===== src/rtl/uart_rx_oversampled.sv =====
// -----------------------------------------------------------------------------
// uart_rx_oversampled
//   UART receiver for 8N1-style frames (one start bit, DATA_BITS data bits
//   LSB-first, one stop bit, no parity). It samples the line at the middle of
//   each bit using a OVERSAMPLE x baud tick from the baud rate generator.
//   Received words are offered on a valid/ready handshake.
//
// Ports
//   clk          system clock
//   arst_n       asynchronous active-low reset
//   tick         one-clk pulse at OVERSAMPLE x baud rate
//   rx           asynchronous serial line, idle high
//   rx_data      received word, held stable while rx_valid=1
//   rx_valid     word available
//   rx_ready     consumer accepts the word when rx_valid && rx_ready
//   busy         high whenever the receiver is not idle
//   frame_err    one-clk pulse: stop bit sampled low
//   overrun_err  one-clk pulse: a new word replaced an unaccepted word
// -----------------------------------------------------------------------------
module uart_rx_oversampled #(
    parameter int DATA_BITS  = 8,
    parameter int OVERSAMPLE = 16
) (
    input  logic                 clk,
    input  logic                 arst_n,
    input  logic                 tick,
    input  logic                 rx,
    output logic [DATA_BITS-1:0] rx_data,
    output logic                 rx_valid,
    input  logic                 rx_ready,
    output logic                 busy,
    output logic                 frame_err,
    output logic                 overrun_err
);

    localparam int TW = $clog2(OVERSAMPLE);
    localparam int BW = $clog2(DATA_BITS + 1);

    localparam logic [TW-1:0] TICK_MID  = TW'(OVERSAMPLE / 2 - 1);
    localparam logic [TW-1:0] TICK_END  = TW'(OVERSAMPLE - 1);
    localparam logic [TW-1:0] TICK_ZERO = TW'(0);
    localparam logic [TW-1:0] TICK_ONE  = TW'(1);
    localparam logic [BW-1:0] BIT_LAST  = BW'(DATA_BITS - 1);
    localparam logic [BW-1:0] BIT_ZERO  = BW'(0);
    localparam logic [BW-1:0] BIT_ONE   = BW'(1);

    typedef enum logic [1:0] {
        ST_IDLE  = 2'd0,
        ST_START = 2'd1,
        ST_DATA  = 2'd2,
        ST_STOP  = 2'd3
    } state_t;

    logic [1:0]           sync_r;
    logic                 rx_s;
    state_t               state_r,    state_nxt_s;
    logic [TW-1:0]        tick_cnt_r, tick_cnt_nxt_s;
    logic [BW-1:0]        bit_cnt_r,  bit_cnt_nxt_s;
    logic [DATA_BITS-1:0] shift_r,    shift_nxt_s;
    logic                 word_done_s;
    logic                 stop_bad_s;

    logic [DATA_BITS-1:0] rx_data_r,     rx_data_nxt_s;
    logic                 rx_valid_r,    rx_valid_nxt_s;
    logic                 busy_r,        busy_nxt_s;
    logic                 frame_err_r,   frame_err_nxt_s;
    logic                 overrun_err_r, overrun_err_nxt_s;

    // Two-flop synchronizer for the asynchronous line; resets to idle level.
    always_ff @(posedge clk or negedge arst_n) begin
        if (!arst_n) begin
            sync_r <= 2'b11;
        end else begin
            sync_r <= {sync_r[0], rx};
        end
    end

    assign rx_s = sync_r[1];

    // State, counter, shift register and registered-output flops.
    always_ff @(posedge clk or negedge arst_n) begin
        if (!arst_n) begin
            state_r       <= ST_IDLE;
            tick_cnt_r    <= TICK_ZERO;
            bit_cnt_r     <= BIT_ZERO;
            shift_r       <= {DATA_BITS{1'b0}};
            rx_data_r     <= {DATA_BITS{1'b0}};
            rx_valid_r    <= 1'b0;
            busy_r        <= 1'b0;
            frame_err_r   <= 1'b0;
            overrun_err_r <= 1'b0;
        end else begin
            state_r       <= state_nxt_s;
            tick_cnt_r    <= tick_cnt_nxt_s;
            bit_cnt_r     <= bit_cnt_nxt_s;
            shift_r       <= shift_nxt_s;
            rx_data_r     <= rx_data_nxt_s;
            rx_valid_r    <= rx_valid_nxt_s;
            busy_r        <= busy_nxt_s;
            frame_err_r   <= frame_err_nxt_s;
            overrun_err_r <= overrun_err_nxt_s;
        end
    end

    // Next-state logic: everything advances only on tick cycles.
    always_comb begin
        state_nxt_s    = state_r;
        tick_cnt_nxt_s = tick_cnt_r;
        bit_cnt_nxt_s  = bit_cnt_r;
        shift_nxt_s    = shift_r;
        word_done_s    = 1'b0;
        stop_bad_s     = 1'b0;
        if (tick) begin
            case (state_r)
                ST_IDLE: begin
                    if (!rx_s) begin
                        state_nxt_s    = ST_START;
                        tick_cnt_nxt_s = TICK_ZERO;
                    end else begin
                        state_nxt_s    = ST_IDLE;
                    end
                end
                ST_START: begin
                    // Re-check the line half a bit in to reject short glitches.
                    if (tick_cnt_r == TICK_MID) begin
                        if (!rx_s) begin
                            state_nxt_s    = ST_DATA;
                            tick_cnt_nxt_s = TICK_ZERO;
                            bit_cnt_nxt_s  = BIT_ZERO;
                        end else begin
                            state_nxt_s    = ST_IDLE;
                        end
                    end else begin
                        tick_cnt_nxt_s = tick_cnt_r + TICK_ONE;
                    end
                end
                ST_DATA: begin
                    if (tick_cnt_r == TICK_END) begin
                        // LSB arrives first, so shift in at the top.
                        shift_nxt_s    = {rx_s, shift_r[DATA_BITS-1:1]};
                        tick_cnt_nxt_s = TICK_ZERO;
                        bit_cnt_nxt_s  = bit_cnt_r + BIT_ONE;
                        if (bit_cnt_r == BIT_LAST) begin
                            state_nxt_s = ST_STOP;
                        end else begin
                            state_nxt_s = ST_DATA;
                        end
                    end else begin
                        tick_cnt_nxt_s = tick_cnt_r + TICK_ONE;
                    end
                end
                ST_STOP: begin
                    // Leave at mid stop bit so half a bit remains to catch the
                    // next start edge.
                    if (tick_cnt_r == TICK_END) begin
                        state_nxt_s    = ST_IDLE;
                        tick_cnt_nxt_s = TICK_ZERO;
                        if (rx_s) begin
                            word_done_s = 1'b1;
                        end else begin
                            stop_bad_s  = 1'b1;
                        end
                    end else begin
                        tick_cnt_nxt_s = tick_cnt_r + TICK_ONE;
                    end
                end
                default: begin
                    state_nxt_s    = ST_IDLE;
                    tick_cnt_nxt_s = TICK_ZERO;
                    bit_cnt_nxt_s  = BIT_ZERO;
                end
            endcase
        end else begin
            state_nxt_s = state_r;
        end
    end

    // Output logic: word delivery, handshake, and error pulses.
    always_comb begin
        rx_data_nxt_s     = rx_data_r;
        rx_valid_nxt_s    = rx_valid_r;
        frame_err_nxt_s   = stop_bad_s;
        overrun_err_nxt_s = 1'b0;
        busy_nxt_s        = (state_nxt_s != ST_IDLE);
        if (word_done_s) begin
            // A handshake in the completion cycle frees the slot, so no overrun.
            rx_data_nxt_s     = shift_r;
            rx_valid_nxt_s    = 1'b1;
            overrun_err_nxt_s = rx_valid_r & ~rx_ready;
        end else if (rx_valid_r && rx_ready) begin
            rx_valid_nxt_s    = 1'b0;
        end else begin
            rx_valid_nxt_s    = rx_valid_r;
        end
    end

    assign rx_data     = rx_data_r;
    assign rx_valid    = rx_valid_r;
    assign busy        = busy_r;
    assign frame_err   = frame_err_r;
    assign overrun_err = overrun_err_r;

endmodule


===== config.mk =====
export PLATFORM = sky130hd
export DESIGN_NAME = uart_rx_oversampled
export DESIGN_NICKNAME = d
export VERILOG_FILES = /design/src/rtl/uart_rx_oversampled.sv
export SDC_FILE = /design/constraint.sdc
export NUM_CORES = 1
export LEC_CHECK = 0
export CAP_MARGIN = 20
export CELL_PAD_IN_SITES_DETAIL_PLACEMENT = 1
export CELL_PAD_IN_SITES_GLOBAL_PLACEMENT = 1
export CORE_ASPECT_RATIO = 1.2
export CORE_UTILIZATION = 39
export CTS_CLUSTER_SIZE = 30
export DETAILED_ROUTE_END_ITERATION = 8
export HOLD_SLACK_MARGIN = 0.03
export PLACE_DENSITY_LB_ADDON = 0.1
export SYNTH_ARGS = -nofsm -noshare
export SYNTH_HDL_FRONTEND = slang
export SYNTH_SLANG_ARGS = --single-unit

===== constraint.sdc =====
create_clock -name clk -period 1.7 [get_ports clk]
set_input_delay 0.425 -clock clk [delete_from_list [all_inputs] [get_ports clk]]
set_output_delay 0.425 -clock clk [all_outputs]
set_load 0.02 [all_outputs]

==> results of run 1 <==
where the power goes:
group / switching [W] / internal [W]
combinational: 0.000305 / 0.000370
sequential: 0.000176 / 0.000899
clock: 0.000288 / 0.000433
total: 0.000769 / 0.00170
layer usage:
layer	share of wire	vias up	global-route usage
met5	0	-	0
met4	0.025	0	0.08232
met3	0.036	7	0.05556
met2	0.53	20	0.3221
met1	0.41	506	0.2090
li1	-	460	-
sequential cells by signal, indices dropped and copies added (netlist names):
signal       cells
shift_r          8
overrun_err      1
busy             1
state_r          2
rx_data          8
bit_cnt_r        4
rx_valid         1
frame_err        1
tick_cnt_r       4
sync_r           2
synth_stat cells (all sizes together), types with 3 or more instances:
cell | count | area [um2]
buf | 5 | 46.29
mux2 | 19 | 214.0
nand3 | 6 | 30.03
dfrtp | 30 | 750.7
nand2 | 6 | 22.52
nor2 | 8 | 32.54
nand3b | 3 | 22.52
inv | 4 | 15.01
nor4 | 3 | 18.77
final timing paths:
| path | startpoint | to | slack (ns) | cells after the start |
|---|---|---|---|---|
| max | rx_data[3]$_DFFE_PN0P_ | rx_data[3] | 0.04 | 1 |
| min | sync_r[0]$_DFF_PN1_ | sync_r[1]$_DFF_PN1_ | 0.36 | 0 |
| max reg2reg | tick_cnt_r[0]$_DFFE_PN0P_ | busy$_DFF_PN0_ | 0.08 | 5 |
| min reg2reg | sync_r[0]$_DFF_PN1_ | sync_r[1]$_DFF_PN1_ | 0.36 | 0 |
| max in group asynchronous | arst_n | sync_r[1]$_DFF_PN1_ | 0.95 | 2 |
| min in group asynchronous | arst_n | frame_err$_DFF_PN0_ | 0.50 | 2 |
final cells by class:
type	instances	share of cell area
Multi-Input combinational cell	68	0.3035
Clock buffer	5	0.03676
Tap cell	37	0.02473
Sequential cell	32	0.4298
Clock inverter	3	0.02273
Timing Repair Buffer	35	0.1745
Inverter	4	0.008021
per-stage QoR:
step	setup TNS (ns)	setup WS [ns]
2_1_floorplan	0	0.01883
3_3_place_gp	-3.438	-0.1777
3_5_place_dp	-4.425	-0.2289
4_1_cts	0	0.001190
5_1_grt	0	0.006181
6_report	0	0.03968
repair_timing:
action / in CTS / in global routing
hold buffers: 0 / 0
setup endpoints to repair: 11 / 16
hold endpoints to repair: 0 / 0
pin swaps: 0 / 1
gates cloned: 0 / 1
buffers inserted: 0 / 1
gates resized for setup: 2 / 13
cells by family (layout without fill, tap and decap cells):
| logic type | Yosys count | after routing | share of synthesized area |
|---|---|---|---|
| multiplexers | 19 | 19 | 0.1531 |
| AO/OA/AOI/OAI | 13 | 13 | 0.07162 |
| AND/OR/NAND/NOR | 32 | 32 | 0.1262 |
| XOR/XNOR | 2 | 2 | 0.01254 |
| flip-flops | 32 | 32 | 0.5748 |
| adder cells (fa/ha/maj) | 2 | 2 | 0.01790 |
| buffers and inverters | 9 | 47 | 0.04386 |
==> impl_metrics.env, run 1 <==
export IMPL_status="complete, no violations"
export IMPL_hold_worst_slack_ns=0.3581
export IMPL_drt_iter0_markers=20
export IMPL_hold_viol=0
export IMPL_fin_cells=184
export IMPL_drt_vias_per_instance=5.397
export IMPL_maxCapViolations=0
export IMPL_slew_violations=0
export IMPL_power_density_nw_per_um2=1320
export IMPL_clkTransAtPathRegs_ns=0.07
export IMPL_crit_chain="clkdlybuf4s50_1"
export IMPL_end_kind="output pin"
export IMPL_cts_sinks=32
export IMPL_h_tree_depth=2
export IMPL_startpoint_type="flop"
export IMPL_initial_utilization=0.4151
export IMPL_hold_path_class="flop to flop"
export IMPL_layout_commonest_cell="dfrtp_1"
export IMPL_worst_slew_pin_slew_ns=0.2975
export IMPL_dp_cells=174
export IMPL_totalPowerFinal_w=0.002471
export IMPL_design_die_area_um2=3828
export IMPL_clock_latency_ns=0.28
export IMPL_grt_use_total=0.1844
export IMPL_grt_max_degree=33
export IMPL_final_util=0.5559
export IMPL_cts_tree="yes"
export IMPL_crit_arrival_ns=1.24
export IMPL_synthFlopType="dfrtp_1"
export IMPL_grt_pass1_vias=1098
export IMPL_syn_to_final_growth_pct=33.93
export IMPL_ant_nets=0
export IMPL_clockBufferDepth=2
export IMPL_final_area_um2=1872
export IMPL_required_ns=1.27
export IMPL_cpLargestDelayFamily="buffers and inverters"
export IMPL_ff_latch_area_um2=804.5
export IMPL_cellLeakagePower_nw=0.9383
export IMPL_ys_ff_latch=32
export IMPL_skew_ns=0.005719
export IMPL_nNetsFinal=153
export IMPL_multi_input_area_um2=568.0
export IMPL_synth_nets=116
export IMPL_synth_yosys_warnings=0
export IMPL_synth_cell_type_count=29
export IMPL_antenna_found_initial=0
export IMPL_relSlewSlack=0.7998
export IMPL_most_common_layout_cells="dfrtp_1 (29), mux2_2 (19), buf_4 (17)"
export IMPL_cts_root_buffer="clkbuf_8"
export IMPL_grt_pass1_wl_mm=5.181
export IMPL_chipWidth_um=56.65
export IMPL_yosysSeqAreaShare=0.5748
export IMPL_port_buffers=16
export IMPL_path_class="flop to output pin"
export IMPL_grt_setup_unrepaired="no"
export IMPL_placed_area_um2=1698
export IMPL_crit_slowest_cell="clkdlybuf4s50_1"
export IMPL_min_period_over_period=0.9767
export IMPL_diodes=0
export IMPL_wirelength_mm=3.091
export IMPL_core_area_um2=3367
export IMPL_wl_per_cell_um=16.80
export IMPL_drt_pass1_iterations=4
export IMPL_drc=0
export IMPL_async_flop_share=1.000
export IMPL_io_pins=17
export IMPL_fill_cells=352
export IMPL_place_gp_congestion=0.7548
export IMPL_num_vias=993
export IMPL_syn_area_um2=1398
export IMPL_netlist_instances=109
export IMPL_critPathMaxFanout=2
export IMPL_numCtsBuffers=5
export IMPL_die_h_um=67.58
export IMPL_avgSynthCellArea_um2=12.82
export IMPL_critPathBufInv=1
export IMPL_grt_ovfl_total=0
export IMPL_placementRows=23
export IMPL_period_needed_ns=1.660
export IMPL_vdd_drop_max_mv=0.8135
export IMPL_drive_gt1_frac=0.3810
export IMPL_fmax_ghz=0.6023
export IMPL_setup_viol=0
export IMPL_dp_hpwl_mm=2.143
export IMPL_slowest_delay_ns=0.60
export IMPL_synth_edf_count=0
(Power assumes the default switching activity.)
==> run 2, diff against run 1 <==
- CAP_MARGIN: 20 -> not set
- CORE_UTILIZATION: 39 -> 35
==> run 2 against run 1 <==
  * Hold slack lost 0.0013 ns
  * Register-to-register slack better by 0.03 ns
  * Sequential cell count unchanged
  * Largest power group unchanged
  * Non-clock buffer count did not move
  * Critical path type unchanged
  * First-iteration DRC count grew 30%
==> impl_metrics.env, run 2 (same netlist as run 1, synthesis figures left out) <==
export IMPL_status="complete, no violations"
export IMPL_reg2reg_to="bit_cnt_r[0]$_DFFE_PN0P_"
export IMPL_period_needed_ns=1.660
export IMPL_hold_viol=0
export IMPL_min_period_over_period=0.9763
export IMPL_maxCapViolations=0
export IMPL_grt_setup_unrepaired="yes"
export IMPL_crit_chain="clkdlybuf4s50_1"
export IMPL_grt_max_degree=13
export IMPL_path_class="flop to output pin"
export IMPL_power_density_nw_per_um2=1249
export IMPL_required_ns=1.27
export IMPL_grt_use_total=0.1615
export IMPL_place_gp_congestion=0.7946
export IMPL_rr_startpoint="tick_cnt_r[1]$_DFFE_PN0P_"
export IMPL_io_pins=17
export IMPL_initial_utilization=0.3753
export IMPL_cpLargestDelayFamily="buffers and inverters"
export IMPL_clockBufferDepth=2
export IMPL_critPathBufInv=1
export IMPL_slowest_delay_ns=0.60
export IMPL_clock_latency_ns=0.28
export IMPL_dp_worst_setup_slack_ns=-0.2230
export IMPL_chipWidth_um=59.69
export IMPL_layout_commonest_cell="dfrtp_1"
export IMPL_fill_cells=416
export IMPL_cts_root_buffer="clkbuf_8"
export IMPL_diodes=0
export IMPL_clkTransAtPathRegs_ns=0.07
export IMPL_ant_nets=0
export IMPL_core_area_um2=3724
export IMPL_dp_hpwl_mm=2.130
export IMPL_cts_tree="yes"
export IMPL_hp_start="sync_r[0]$_DFF_PN1_"
export IMPL_skew_ns=0.003635
export IMPL_setup_viol=0
export IMPL_drt_iter0_markers=26
export IMPL_cellLeakagePower_nw=0.9456
export IMPL_vdd_drop_max_mv=0.5665
export IMPL_antenna_found_initial=0
export IMPL_worst_slew_pin_slew_ns=0.4278
export IMPL_fin_cells=199
export IMPL_syn_to_final_growth_pct=32.50
export IMPL_drt_vias_per_instance=4.874
export IMPL_wl_per_cell_um=14.38
export IMPL_h_tree_depth=2
export IMPL_fmax_ghz=0.6025
export IMPL_startpoint_type="flop"
export IMPL_drive_gt1_frac=0.3605
export IMPL_nNetsFinal=153
export IMPL_grt_pass1_wl_mm=4.995
export IMPL_final_setup_worst_slack_ns=0.04026
export IMPL_placementRows=24
export IMPL_timing_setup_tns_ns=0
export IMPL_die_h_um=71.22
export IMPL_hold_depth=0
export IMPL_cts_setup_buffers=0
export IMPL_hold_path_class="flop to flop"
export IMPL_num_vias=970
export IMPL_numCtsBuffers=5
export IMPL_port_buffers=16
export IMPL_end_kind="output pin"
export IMPL_min_to="sync_r[1]$_DFF_PN1_"
export IMPL_dp_cells=191
export IMPL_slew_violations=0
export IMPL_critPathMaxFanout=2
export IMPL_drc=0
export IMPL_r2r_setup_slack_ns=0.11
export IMPL_most_common_layout_cells="dfrtp_1 (30), mux2_2 (19), buf_4 (19)"
export IMPL_crit_arrival_ns=1.23
export IMPL_crit_slowest_cell="clkdlybuf4s50_1"
export IMPL_grt_ovfl_total=0
export IMPL_drt_pass1_iterations=4
export IMPL_cts_sinks=32
export IMPL_reg2reg_depth=6
export IMPL_grt_pass1_vias=1088
export IMPL_wirelength_mm=2.861
export IMPL_design_die_area_um2=4251
export IMPL_relSlewSlack=0.7139
==> run 2: cell type report <==
type / instances / area, um2 / area share
Sequential cell: 32 / 803.3 / 0.4338
Multi-Input combinational cell: 68 / 551.8 / 0.2980
Timing Repair Buffer: 35 / 319.1 / 0.1723
Clock buffer: 6 / 82.58 / 0.04459
Tap cell: 52 / 65.06 / 0.03514
Clock inverter: 2 / 15.01 / 0.008108
Inverter: 4 / 15.01 / 0.008108
==> run 2: per-stage QoR <==
stage	total power [W]	utilization	hold WS (ns)	area [um2]
global placement	0.001664	0.4617	0.3459	1719
CTS	0.002333	0.4882	0.3592	1818
finish	0.002312	0.4973	0.3569	1852
global route	0.002456	0.4973	0.3641	1852
floorplan	0.001473	-	0.1294	1398
detailed placement	0.001691	0.4617	0.3487	1719
==> run 2: how the worst max path moves through the flow <==
stage | startpoint | endpoint | slack [ns] | depth (start not counted)
after floorplan | tick_cnt_r[0]$_DFFE_PN0P_ | shift_r[0]$_DFFE_PN0P_ | 0.02 | 5
after global placement | tick | rx_data[3]$_DFFE_PN0P_ | -0.18 | 5
after detailed placement | tick | bit_cnt_r[0]$_DFFE_PN0P_ | -0.22 | 6
after CTS | rx_data[1]$_DFFE_PN0P_ | rx_data[1] | 0.008 | 1
after global routing | tick_cnt_r[1]$_DFFE_PN0P_ | bit_cnt_r[0]$_DFFE_PN0P_ | -0.03 | 6
final | rx_data[4]$_DFFE_PN0P_ | rx_data[4] | 0.04 | 1
==> run 2: power by group <==
group	switching (W)	leakage [nW]	internal (W)
clock	0.000290	0.0434	0.000327
combinational	0.000299	0.488	0.000352
sequential	0.000147	0.414	0.000897
total	0.000736	0.946	0.00158
==> run 2: per-layer routing <==
layer	GRT usage	vias up	part of all wire
met2	0.2728	16	0.53
met5	0	-	0
li1	-	458	-
met3	0.04874	7	0.038
met1	0.1819	489	0.41
met4	0.07752	0	0.021
==> run 2: worst reg2reg max path: stages, from the launching register on <==
cell	delay, ns
dfrtp_1	0.40
ha_4	0.18
nand4_4	0.17
nor3_1	0.18
buf_4	0.21
nor2_1	0.08
mux2_2	0.27
==> run 2: repair_timing <==
item / 4_1_cts / 5_1_grt
pin swaps: 0 / 1
hold buffers: 0 / 0
gates resized for setup: 2 / 9
setup endpoints to repair: 2 / 19
==> run 3, diff against run 2 <==
- CORE_UTILIZATION: 35 -> 39
- SETUP_SLACK_MARGIN: not set -> 0.15
==> run 3 against run 2 <==
  * Cell count is 5.5% lower
  * Non-clock buffer count is 4 higher
  * Hold slack better by 0.0072 ns
  * Sequential share of layout area is 1.4 points lower
  * Fmax is 6.7% higher
  * Core utilization is 7.3 points higher
  * Via count is 2.3% higher
  * Setup slack better by 0.10 ns
  * Critical endpoint is now shift_r[2]$_DFFE_PN0P_
  * Largest power group unchanged
  * Highest routed layer unchanged
==> impl_metrics.env, run 3 (same netlist as run 1, synthesis figures left out) <==
export IMPL_status="complete, no violations"
export IMPL_design_die_area_um2=3828
export IMPL_cts_tree="yes"
export IMPL_skew_ns=0.003060
export IMPL_power_switching_w=0.0007797
export IMPL_numCtsBuffers=5
export IMPL_placed_area_um2=1665
export IMPL_p_comb_frac=0.302
export IMPL_port_buffers=16
export IMPL_hold_worst_slack_ns=0.3641
export IMPL_fmax_ghz=0.6430
export IMPL_crit_arrival_ns=1.72
export IMPL_clkTransAtPathRegs_ns=0.06
export IMPL_final_setup_worst_slack_ns=0.1448
export IMPL_period_needed_ns=1.555
export IMPL_final_area_um2=1922
export IMPL_cellLeakagePower_nw=0.9200
export IMPL_end_kind="flop"
export IMPL_place_gp_congestion=0.8535
export IMPL_grt_pass1_wl_mm=5.354
export IMPL_die_h_um=67.58
export IMPL_core_area_um2=3367
export IMPL_dp_hpwl_mm=2.064
export IMPL_grt_setup_unrepaired="yes"
export IMPL_startpoint_type="flop"
export IMPL_cts_sinks=32
export IMPL_setup_viol=0
export IMPL_path_class="flop to flop"
export IMPL_h_tree_depth=2
export IMPL_placementRows=23
export IMPL_crit_chain="ha_4 > nand4_4 > nor3_4 > buf_6 > mux2_4"
export IMPL_nNetsFinal=157
export IMPL_sw_frac_of_total=0.3221
export IMPL_timing_setup_tns_ns=0
export IMPL_drive_gt1_frac=0.4305
export IMPL_required_ns=1.86
export IMPL_syn_to_final_growth_pct=37.51
export IMPL_clockBufferDepth=2
export IMPL_grt_ovfl_total=0
export IMPL_hold_viol=0
export IMPL_rr_startpoint="tick_cnt_r[1]$_DFFE_PN0P_"
export IMPL_drt_iter0_markers=30
export IMPL_grt_max_degree=22
export IMPL_vdd_drop_max_mv=0.8932
export IMPL_relSlewSlack=0.7851
export IMPL_min_period_over_period=0.9148
export IMPL_worst_slew_pin_slew_ns=0.3207
export IMPL_cts_root_buffer="clkbuf_8"
export IMPL_drt_pass1_iterations=3
export IMPL_antenna_found_initial=0
export IMPL_wl_per_cell_um=17.34
export IMPL_ant_nets=0
export IMPL_most_common_layout_cells="dfrtp_1 (27), buf_4 (21), dlygate4sd2_1 (13)"
export IMPL_drc=0
export IMPL_hold_path_class="flop to flop"
export IMPL_initial_utilization=0.4151
export IMPL_grt_use_total=0.1938
export IMPL_diodes=0
export IMPL_crit_slowest_cell="dfrtp_1"
export IMPL_maxCapViolations=0
export IMPL_chipWidth_um=56.65
export IMPL_clock_power_share=0.244
export IMPL_dp_worst_setup_slack_ns=-0.2098
export IMPL_num_vias=992
export IMPL_layout_commonest_cell="dfrtp_1"
export IMPL_hp_start="sync_r[0]$_DFF_PN1_"
export IMPL_io_pins=17
export IMPL_seqPwrFrac=0.454
export IMPL_startpoint="tick_cnt_r[1]$_DFFE_PN0P_"
export IMPL_grt_pass1_vias=1097
export IMPL_wirelength_mm=3.259
export IMPL_clock_latency_ns=0.28
export IMPL_slowest_delay_ns=0.40
export IMPL_intPower_w=0.001641
export IMPL_final_util=0.5708
export IMPL_power_density_nw_per_um2=1260
export IMPL_drt_vias_per_instance=5.277
export IMPL_slew_violations=0
export IMPL_critPathMaxFanout=6
## run 3: changes by cell type in the layout (fill, tap and decap cells not counted), moves of 3 or more
cell / delta
dlygate4sd2_1: +12
mux2_2: -9
mux2_4: +9
dlymetal6s2s_1: -7
clkdlybuf4s50_1: -5
dfrtp_1: -3
dfrtp_2: +3
## run 3: stage by stage
stage	total power (W)	std cells
2_1_floorplan	0.001503	109
3_3_place_gp	0.001614	169
3_5_place_dp	0.001641	169
4_1_cts	0.002331	184
5_1_grt	0.002561	188
6_report	0.002421	188
## run 3: power groups by stage
stage	clock [W]	sequential (W)	combinational, W
floorplan	0	0.00102	0.000481
global placement	0	0.00108	0.000539
detailed placement	0	0.00108	0.000558
CTS	0.000612	0.00107	0.000645
global route	0.000645	0.00112	0.000801
finish	0.000590	0.00110	0.000731
## run 3: critical path, delay by kind of cell (launching register included)
kind                       cells  cell delay (ns)
muxes                          1             0.31
adders and majority gates      1             0.18
and+or+nand+nor                2             0.36
DFF                            1             0.40
buffers and inverters          1             0.19
## run 3: routing by layer
| layer | routed length, um | global-route usage | vias to the layer above |
|---|---|---|---|
| li1 | - | - | 464 |
| met1 | 1287 | 0.2184 | 506 |
| met2 | 1787 | 0.3235 | 16 |
| met3 | 123 | 0.06897 | 6 |
| met4 | 60 | 0.1037 | 0 |
| met5 | 0 | 0 | - |
## run 3: cell type report
cell class	count	area, um2
sequential	32	807.0
tap	37	46.29
fill	349	1445
inverter	4	15.01
timing repair buffer	39	324.1
clock buffer	6	82.58
clock inverter	2	10.01
multi-input combinational	68	636.9
## run 3: final timing paths
| check | to | slack, ns | depth (start not counted) |
|---|---|---|---|
| min | sync_r[1]$_DFF_PN1_ | 0.36 | 0 |
| min reg2reg | sync_r[1]$_DFF_PN1_ | 0.36 | 0 |
| min in group asynchronous | shift_r[7]$_DFFE_PN0P_ | 0.48 | 2 |
| max in group asynchronous | state_r[0]$_DFF_PN0_ | 0.92 | 2 |
| max reg2reg | shift_r[2]$_DFFE_PN0P_ | 0.14 | 5 |
| max | shift_r[2]$_DFFE_PN0P_ | 0.14 | 5 |
## run 3: timing repair
| action | in CTS | in global routing |
|---|---|---|
| pin swaps | 5 | 4 |
| setup endpoints to repair | 30 | 20 |
| hold buffers | 0 | 0 |
| setup buffers | 6 | 4 |
| gates resized for setup | 31 | 6 |
| hold endpoints to repair | 0 | 0 |
| gates cloned | 1 | 0 |
